File: src/rtl/rmap_crc_rom_arbiter.sv
// Shares one registered 512x8 RMAP CRC ROM among NUM_CH byte streams, one CRC-8 accumulator per channel.
// Latency: ch_ready/rom_addr combinational in the grant cycle; accumulator updated two edges after grant.
// Backpressure: round-robin grant to one eligible channel per cycle; a channel with a lookup in flight is held off.
module rmap_crc_rom_arbiter #(
   parameter int         NUM_CH   = 2,
   parameter logic [7:0] CRC_INIT = 8'h00
) (
   input  logic                  clk,
   input  logic                  rst,
   input  logic [NUM_CH-1:0]     ch_start,
   input  logic [NUM_CH-1:0]     ch_tbl_sel,
   input  logic [NUM_CH-1:0]     ch_valid,
   input  logic [8*NUM_CH-1:0]   ch_data,
   output logic [NUM_CH-1:0]     ch_ready,
   output logic [8*NUM_CH-1:0]   ch_crc,
   output logic [NUM_CH-1:0]     ch_busy,
   output logic [NUM_CH-1:0]     ch_crc_zero,
   output logic [8:0]            rom_addr,
   input  logic [7:0]            rom_data
);

   localparam int              PW    = (NUM_CH > 1) ? $clog2(NUM_CH) : 1;
   localparam logic [PW:0]     NCH_W = (PW+1)'(NUM_CH);
   localparam logic [PW-1:0]   LAST  = PW'(NUM_CH - 1);

   logic [7:0]        crc_q [NUM_CH];
   logic [7:0]        data_a [NUM_CH];
   logic [NUM_CH-1:0] busy_q;
   logic [NUM_CH-1:0] sel_q;
   logic [PW-1:0]     ptr_q;
   logic [PW-1:0]     tag_q;
   logic [8:0]        addr_q;

   logic [NUM_CH-1:0] elig;
   logic              gnt_vld;
   logic [PW-1:0]     gnt_idx;
   logic [PW:0]       sum;
   logic [PW-1:0]     idx;

   // Unpack the per-channel byte lanes for indexed access by the granted channel.
   always_comb begin
      for (int i = 0; i < NUM_CH; i++) begin
         data_a[i] = ch_data[8*i +: 8];
      end
   end

   // A start on a channel suppresses its grant; a pending lookup also blocks it.
   always_comb begin
      elig = ch_valid & ~busy_q & ~ch_start;
   end

   // Round-robin search: first eligible channel at or above the pointer, wrapping.
   always_comb begin
      gnt_vld = 1'b0;
      gnt_idx = '0;
      sum     = '0;
      idx     = '0;
      for (int k = 0; k < NUM_CH; k++) begin
         sum = {1'b0, ptr_q} + (PW+1)'(k);
         if (sum >= NCH_W) begin
            sum = sum - NCH_W;
         end
         idx = sum[PW-1:0];
         if (!gnt_vld && elig[idx]) begin
            gnt_vld = 1'b1;
            gnt_idx = idx;
         end
      end
   end

   // ROM address follows the grant; it holds between grants and reads zero while in reset.
   always_comb begin
      rom_addr = addr_q;
      if (rst) begin
         rom_addr = '0;
      end else if (gnt_vld) begin
         rom_addr = {sel_q[gnt_idx], crc_q[gnt_idx] ^ data_a[gnt_idx]};
      end
   end

   // One-hot accept strobe for the granted channel.
   always_comb begin
      ch_ready = '0;
      if (!rst && gnt_vld) begin
         ch_ready[gnt_idx] = 1'b1;
      end
   end

   // Expose accumulators and the received-CRC-good flag.
   always_comb begin
      ch_crc      = '0;
      ch_crc_zero = '0;
      for (int i = 0; i < NUM_CH; i++) begin
         ch_crc[8*i +: 8] = crc_q[i];
         ch_crc_zero[i]   = (crc_q[i] == 8'h00) & ~busy_q[i];
      end
      ch_busy = busy_q;
   end

   // Arbitration pointer, in-flight tag, held ROM address and per-channel accumulators.
   always_ff @(posedge clk or posedge rst) begin
      if (rst) begin
         for (int i = 0; i < NUM_CH; i++) begin
            crc_q[i] <= CRC_INIT;
         end
         busy_q <= '0;
         sel_q  <= '0;
         ptr_q  <= '0;
         tag_q  <= '0;
         addr_q <= '0;
      end else begin
         addr_q <= rom_addr;
         if (gnt_vld) begin
            tag_q <= gnt_idx;
            ptr_q <= (gnt_idx == LAST) ? '0 : gnt_idx + PW'(1);
         end
         for (int i = 0; i < NUM_CH; i++) begin
            if (ch_start[i]) begin
               // Restart wins over a returning lookup, which is simply dropped.
               crc_q[i] <= CRC_INIT;
               sel_q[i] <= ch_tbl_sel[i];
               busy_q[i] <= 1'b0;
            end else if (gnt_vld && gnt_idx == PW'(i)) begin
               busy_q[i] <= 1'b1;
            end else if (busy_q[i] && tag_q == PW'(i)) begin
               crc_q[i]  <= rom_data;
               busy_q[i] <= 1'b0;
            end
         end
      end
   end

endmodule

File: config.mk
export PLATFORM = sky130hd
export DESIGN_NAME = rmap_crc_rom_arbiter
export DESIGN_NICKNAME = d
export VERILOG_FILES = /design/src/rtl/rmap_crc_rom_arbiter.sv
export SDC_FILE = /design/constraint.sdc
export NUM_CORES = 1
export LEC_CHECK = 0
export ABC_AREA = 1
export BUFFER_PORTS_ARGS = -buffer_cell sky130_fd_sc_hd__buf_2
export CORE_MARGIN = 5
export CORE_UTILIZATION = 49
export DETAILED_ROUTE_END_ITERATION = 6
export PLACE_DENSITY_LB_ADDON = 0.05
export REMOVE_ABC_BUFFERS = 1
export SLEW_MARGIN = 25
export SYNTH_ARGS = -nofsm -noshare
export SYNTH_HDL_FRONTEND = slang
export SYNTH_SLANG_ARGS = --single-unit
File: constraint.sdc
create_clock -name clk -period 1.49 [get_ports clk]
set_input_delay 0.149 -clock clk [delete_from_list [all_inputs] [get_ports clk]]
set_output_delay 0.149 -clock clk [all_outputs]
set_load 0.02 [all_outputs]
==> After elaboration in Yosys (flattened, before gate mapping) <==
Cells that the tools add are included.
{ "word_totals": {"regBits": 31, "wordCells": 87, "in_bits": 32} }
{ "op_classes": {"magnitude_cmp": 7, "add_sub_neg": 4, "bitwise": 12, "mux": 36, "reduce_logical": 17, "n_eq_ne": 2} }
{ "op_table": {"columns": ["op", "count"], "rows": [
  ["8-bit two-way mux", 12],
  ["1-bit two-way mux", 20],
  ["9-bit two-way mux", 2],
  ["8-bit logical NOT", 2],
  ["8-bit XOR", 1],
  ["1-bit logical AND", 7],
  ["1-bit by 2-bit < comparator with 1-bit output, second input constant", 3],
  ["3-bit nonzero test", 2],
  ["2-bit bitwise AND", 2],
  ["2-bit greater-or-equal comparator, second input constant", 2],
  ["2-bit != test, second input constant", 2],
  ["1-bit inverter", 4],
  ["2-bit inverter", 2],
  ["2-bit AND reduction", 2],
  ["2-bit nonzero test", 2],
  ["1-bit by 1-bit adder with 2-bit output, second input constant", 1],
  ["1-bit bitwise AND", 2],
  ["1-bit by 2-bit greater-or-equal comparator with 1-bit output, second input constant", 1],
  ["1-bit logical NOT", 2],
  ["2-bit two-way mux", 1],
  ["1-bit inverter with 2-bit output", 1],
  ["1-bit subtractor, second input constant", 2],
  ["1-bit adder, second input constant", 1],
  ["1-bit demux with 1-bit select", 1],
  ["1-bit greater-or-equal comparator, second input constant", 1]
]} }

==> Logic depth before layout (Yosys ltp) <==
{ "logic_depth": {"word_depth": 16, "mapped_depth": 8, "mapped_depth_nobuf": 8} }

==> Worst setup path after synthesis <==
No wires, ideal clock.
{ "synth_path": {"path_type": "reg2reg", "startpoint": "register busy_q[1] (netlist: ch_busy[1])", "endpoint": "register addr_q[0]", "path_buffers": 1, "path_stages_with_launch": 7, "required_time_ps": 1322, "synth_period_minus_slack_ps": 1553, "setup_slack_ps": -63, "t_arrival_ps": 1386, "setup_ps": 168, "path_cell_list": "dfrtp_1 inv_2 nand2_1 nor2_2 buf_4 nand3_1 a21oi_1"} }
{ "synth_between": {"elab_chain_cells": 16, "word_cells_on_any_way": 23} }
{ "synth_rtl": {"columns": ["item", "line", "rtl"], "rows": [
  ["start, declared", "28", "logic [NUM_CH-1:0] busy_q;"],
  ["start signal, assigned", "106", "busy_q <= '0;"],
  ["start signal, assigned by index", "122", "busy_q[i] <= 1'b0;"],
  ["start signal, assigned by index", "124", "busy_q[i] <= 1'b1;"],
  ["2-bit inverter *", "49", "elig = ch_valid & ~busy_q & ~ch_start;"],
  ["2-bit bitwise AND * (2 in a row)", "49", null],
  ["1-bit two-way mux (implied by the code) (2 in a row)", "64", "if (!gnt_vld && elig[idx]) begin"],
  ["1-bit two-way mux", "64", null],
  ["1-bit logical NOT", "64", null],
  ["1-bit logical AND", "64", null],
  ["1-bit two-way mux", "64", null],
  ["1-bit inverter with 2-bit output (implied by the code)", "77", "rom_addr = {sel_q[gnt_idx], crc_q[gnt_idx] ^ data_a[gnt_idx]};"],
  ["8-bit two-way mux (implied by the code) (3 in a row)", "77", null],
  ["8-bit XOR", "77", null],
  ["9-bit two-way mux *", "76", "end else if (gnt_vld) begin"],
  ["9-bit two-way mux *", "74", "if (rst) begin"],
  ["net rom_addr[0]", "18", "output logic [8:0] rom_addr,"],
  ["end signal, assigned", "112", "addr_q <= rom_addr;"],
  ["end, declared", "32", "logic [8:0] addr_q;"]
]} }
Mark *: on every way through the listed nets, which the timed path passes. The rest lies on a longest branch. The select of a mux whose other input is x is not followed.
A chain may end at the register's enable or synchronous reset.

==> Final worst setup path <==
{ "layout_path": {"startpoint": "register busy_q[1] (netlist: ch_busy[1])", "endpoint": "output port rom_addr[0]"} }
{ "layout_between": {"elab_chain_cells": 16, "word_cells_on_any_way": 23} }
{ "layout_rtl": {"columns": ["item", "line"], "rows": [
  ["2-bit inverter *", "49"],
  ["2-bit bitwise AND * (2 in a row)", "49"],
  ["1-bit two-way mux (implied by the code) (2 in a row)", "64"],
  ["1-bit two-way mux", "64"],
  ["1-bit logical NOT", "64"],
  ["1-bit logical AND", "64"],
  ["1-bit two-way mux", "64"],
  ["1-bit inverter with 2-bit output (implied by the code)", "77"],
  ["8-bit two-way mux (implied by the code) (3 in a row)", "77"],
  ["8-bit XOR", "77"],
  ["9-bit two-way mux *", "76"],
  ["9-bit two-way mux *", "74"],
  ["end, declared", "18"]
]} }
Mark *: on every way between the ends. The rest lies on a longest branch, timed or not. The select of a mux whose other input is x is not followed.

==> results.sh <==
export IMPL_status="finished with violations"
export IMPL_violations="negative setup slack"
export IMPL_via_per_inst=5.18
export IMPL_ys_warn_count=0
export IMPL_cts_sink_count=31
export IMPL_dpl_hpwl_mm=3.23
export IMPL_totalPowerFinal_uw=2510
export IMPL_finalSetupViolations=13
export IMPL_gp_congestion=0.773
export IMPL_synth_compound_area_share_pct=13.7
export IMPL_slowest_delay_ns=0.41
export IMPL_min_path_type="primary input to flip-flop"
export IMPL_slowest_stage="dfrtp_1"
export IMPL_crit_type="flip-flop to output pin"
export IMPL_ys_seq_elements=31
export IMPL_fill_cells=293
export IMPL_startpoint_type="flip-flop"
export IMPL_wl_per_cell_um=14.7
export IMPL_power_density_mw_per_mm2=1060
export IMPL_io_pins=63
export IMPL_crit_path_end_kind="output pin"
export IMPL_finalCriticalPeriod_ns=1.77
export IMPL_rsz0062_at_grt="yes"
export IMPL_layout_common_cells="50 x buf_2, 31 x dfrtp_1, 27 x nand3_1"
export IMPL_rows=21
export IMPL_reg2regPathDepth=7
export IMPL_dr_pass1_iters=4
export IMPL_path_clk_slew_ns=0.09
export IMPL_period_share_pct=119
export IMPL_maxCapViolations=0
export IMPL_drcViolationCount=0
export IMPL_dp_cells=303
export IMPL_hold_depth=3
export IMPL_cts_root_buf="clkbuf_4"
export IMPL_syn_avg_cell_area_um2=8.70
export IMPL_fin_area_mm2=0.00237
export IMPL_clock_path_buffers=2
export IMPL_max_freq_ghz=0.565
export IMPL_area_growth_pct=42.2
export IMPL_ir_drop_mv=0.577
export IMPL_ff_latch_area_um2=776
export IMPL_ys_seq_area_share_pct=46.4
export IMPL_muxShareOfSynthArea_pct=0
export IMPL_syn_cell_area_mm2=0.00167
export IMPL_core_area_mm2=0.00331
export IMPL_r2r_end="addr_q[5]"
export IMPL_maxSlewHeadroom_pct=69.2
export IMPL_final_common_cell="buf_2"
export IMPL_numCtsBuffers=5
export IMPL_clk_latency_ns=0.33
export IMPL_hold_viol=0
export IMPL_min_to="sel_q[0]"
export IMPL_dieArea_mm2=0.00468
export IMPL_synth_xor_area_share_pct=7.34
export IMPL_multi_input_area_um2=823
export IMPL_synthDistinctLibCells=25
export IMPL_die_h_um=68.4
export IMPL_r2r_slack_ns=0.18
export IMPL_p_leak_uw=0.00125
export IMPL_grt_pass1_vias=1606
export IMPL_port_buffers=62
export IMPL_antenna_found_initial=0
export IMPL_synth_top_cell_area_share_pct=46.4
export IMPL_global_route_overflow_total=0
export IMPL_dpl_worst_slack_ns=0.0568
export IMPL_crit_chain="inv_2 -> nand2_2 -> nor2_4 -> buf_6 -> nand3_1 -> a21oi_2 -> buf_4"
export IMPL_min_delay_start="ch_tbl_sel[0]"
export IMPL_start_util_pct=50.5
export IMPL_placed_cell_area_mm2=0.00207
export IMPL_fin_ws_ns=-0.280
export IMPL_track_usage_pct=22.2
export IMPL_synth_area_leaders="dfrtp_1 46%, nand3_1 9.0%, o21ai_0 6.6%"
export IMPL_crit_reg2reg_launch="ch_busy[1]"
export IMPL_worstMarginPinSlew_ns=0.461
export IMPL_yosys_area_share_simple_pct=21.9
export IMPL_totalWireLength_mm=4.71
export IMPL_die_w_um=68.4
export IMPL_ctsHtreeMaxLevel=2
export IMPL_synth_area_leader_cell="dfrtp_1"
export IMPL_drv_slew=0
export IMPL_layout_nets=306
export IMPL_path_max_fanout=5
export IMPL_critPathRequiredTime_ns=1.34
export IMPL_synthAdderAreaFrac_pct=0
export IMPL_postSynthCellCount=192
export IMPL_grt_max_degree=22
export IMPL_grt_pass1_wl_mm=7.46
export IMPL_synth_top_family_by_area="simple AND/OR/NAND/NOR gates"
export IMPL_num_vias=1656
export IMPL_cts_tree="done"
export IMPL_fin_setup_tns_ns=-2.66
export IMPL_worst_ep_arrival_time_ns=1.62
export IMPL_antenna_cells=0
export IMPL_drt_iter0_drc=93
export IMPL_instances_no_fill=320
export IMPL_layout_drive_gt1_share_pct=46.7
export IMPL_skew_ns=0.00637
export IMPL_drtAntennaViolNets=0
[power by group]
part	total [uW]	switching, uW	internal [uW]	leakage (uW)
Combinational	969	590	379	0.000811
Sequential	1040	85.2	958	0.000400
Clock	494	276	218	0.0000341
Total	2510	951	1560	0.00125
[through the flow]
step | util (%) | hold WS (ns)
global route | 71.7 | 0.0385
detailed placement | 62.4 | 0.220
CTS | 69.7 | 0.0202
floorplan | - | 0.256
global placement | 62.4 | 0.221
finish | 71.7 | 0.0272
[per-layer routing]
layer / vias to the layer above / track usage (%) / wire length (um)
met4: 0 / 7.94 / 111
met5: - / 0 / 0
li1: 802 / - / -
met3: 11 / 7.22 / 362
met2: 66 / 34.0 / 2210
met1: 777 / 29.2 / 2030
[sequential cells by signal, summed over array words and instances (netlist names)]
signal / count
ch_crc: 16
tag_q: 1
addr_q: 9
ch_busy: 2
sel_q: 2
ptr_q: 1
[synth_stat cells]
cell type / n
o21ai_4: 2
inv_2: 3
xor2_1: 12
o21ai_1: 7
nand2_1: 19
a21oi_1: 5
inv_1: 29
nand3_1: 30
nor2_1: 3
nand2_4: 2
nor3_1: 2
nand2_2: 2
o21ai_2: 3
nor2_4: 1
nand3b_1: 2
buf_2: 2
xnor2_1: 2
buf_4: 1
buf_6: 3
nand3_2: 3
inv_4: 1
nand4_1: 4
dfrtp_1: 31
nor2_2: 1
o21ai_0: 22
[cells by family after synthesis]
group	after synthesis
simple gates	69
buf+inv	39
flops	31
compound gates	39
xor+xnor	14
[worst max path at each step]
| stage | start | endpoint |
|---|---|---|
| 6_report | ch_busy[1] | rom_addr[0] |
| 3_3_place_gp | ch_busy[0] | rom_addr[0] |
| 2_1_floorplan | rst | addr_q[1] |
| 4_1_cts | ch_busy[1] | rom_addr[0] |
| 5_1_grt | ch_busy[1] | rom_addr[3] |
| 3_5_place_dp | ch_busy[0] | rom_addr[0] |
[area by class of cell]
| type | instances | area share [%] |
|---|---|---|
| clock buffers | 6 | 2.16 |
| clock inverters | 1 | 0.211 |
| inverters | 33 | 5.32 |
| multi-input cells | 124 | 34.7 |
| flip-flops and latches | 31 | 32.7 |
| well taps | 46 | 2.42 |
| repair buffers | 79 | 22.6 |
[worst max-delay path: cells and delay by family (launching register included)]
family	cells	cell delay, ns
flip-flops	1	0.41
AO/OA/AOI/OAI	1	0.16
buffers and inverters	3	0.39
AND/OR/NAND/NOR	3	0.33
[repair_timing]
action	4_1_cts	5_1_grt
endpoints found under the setup margin	13	13
hold buffers	2	0
buffers inserted	3	2
pin swaps	13	4
gates cloned	3	0
resized for setup	40	17
endpoints found under the hold margin	31	0
Power figures use the tool's default switching activity.
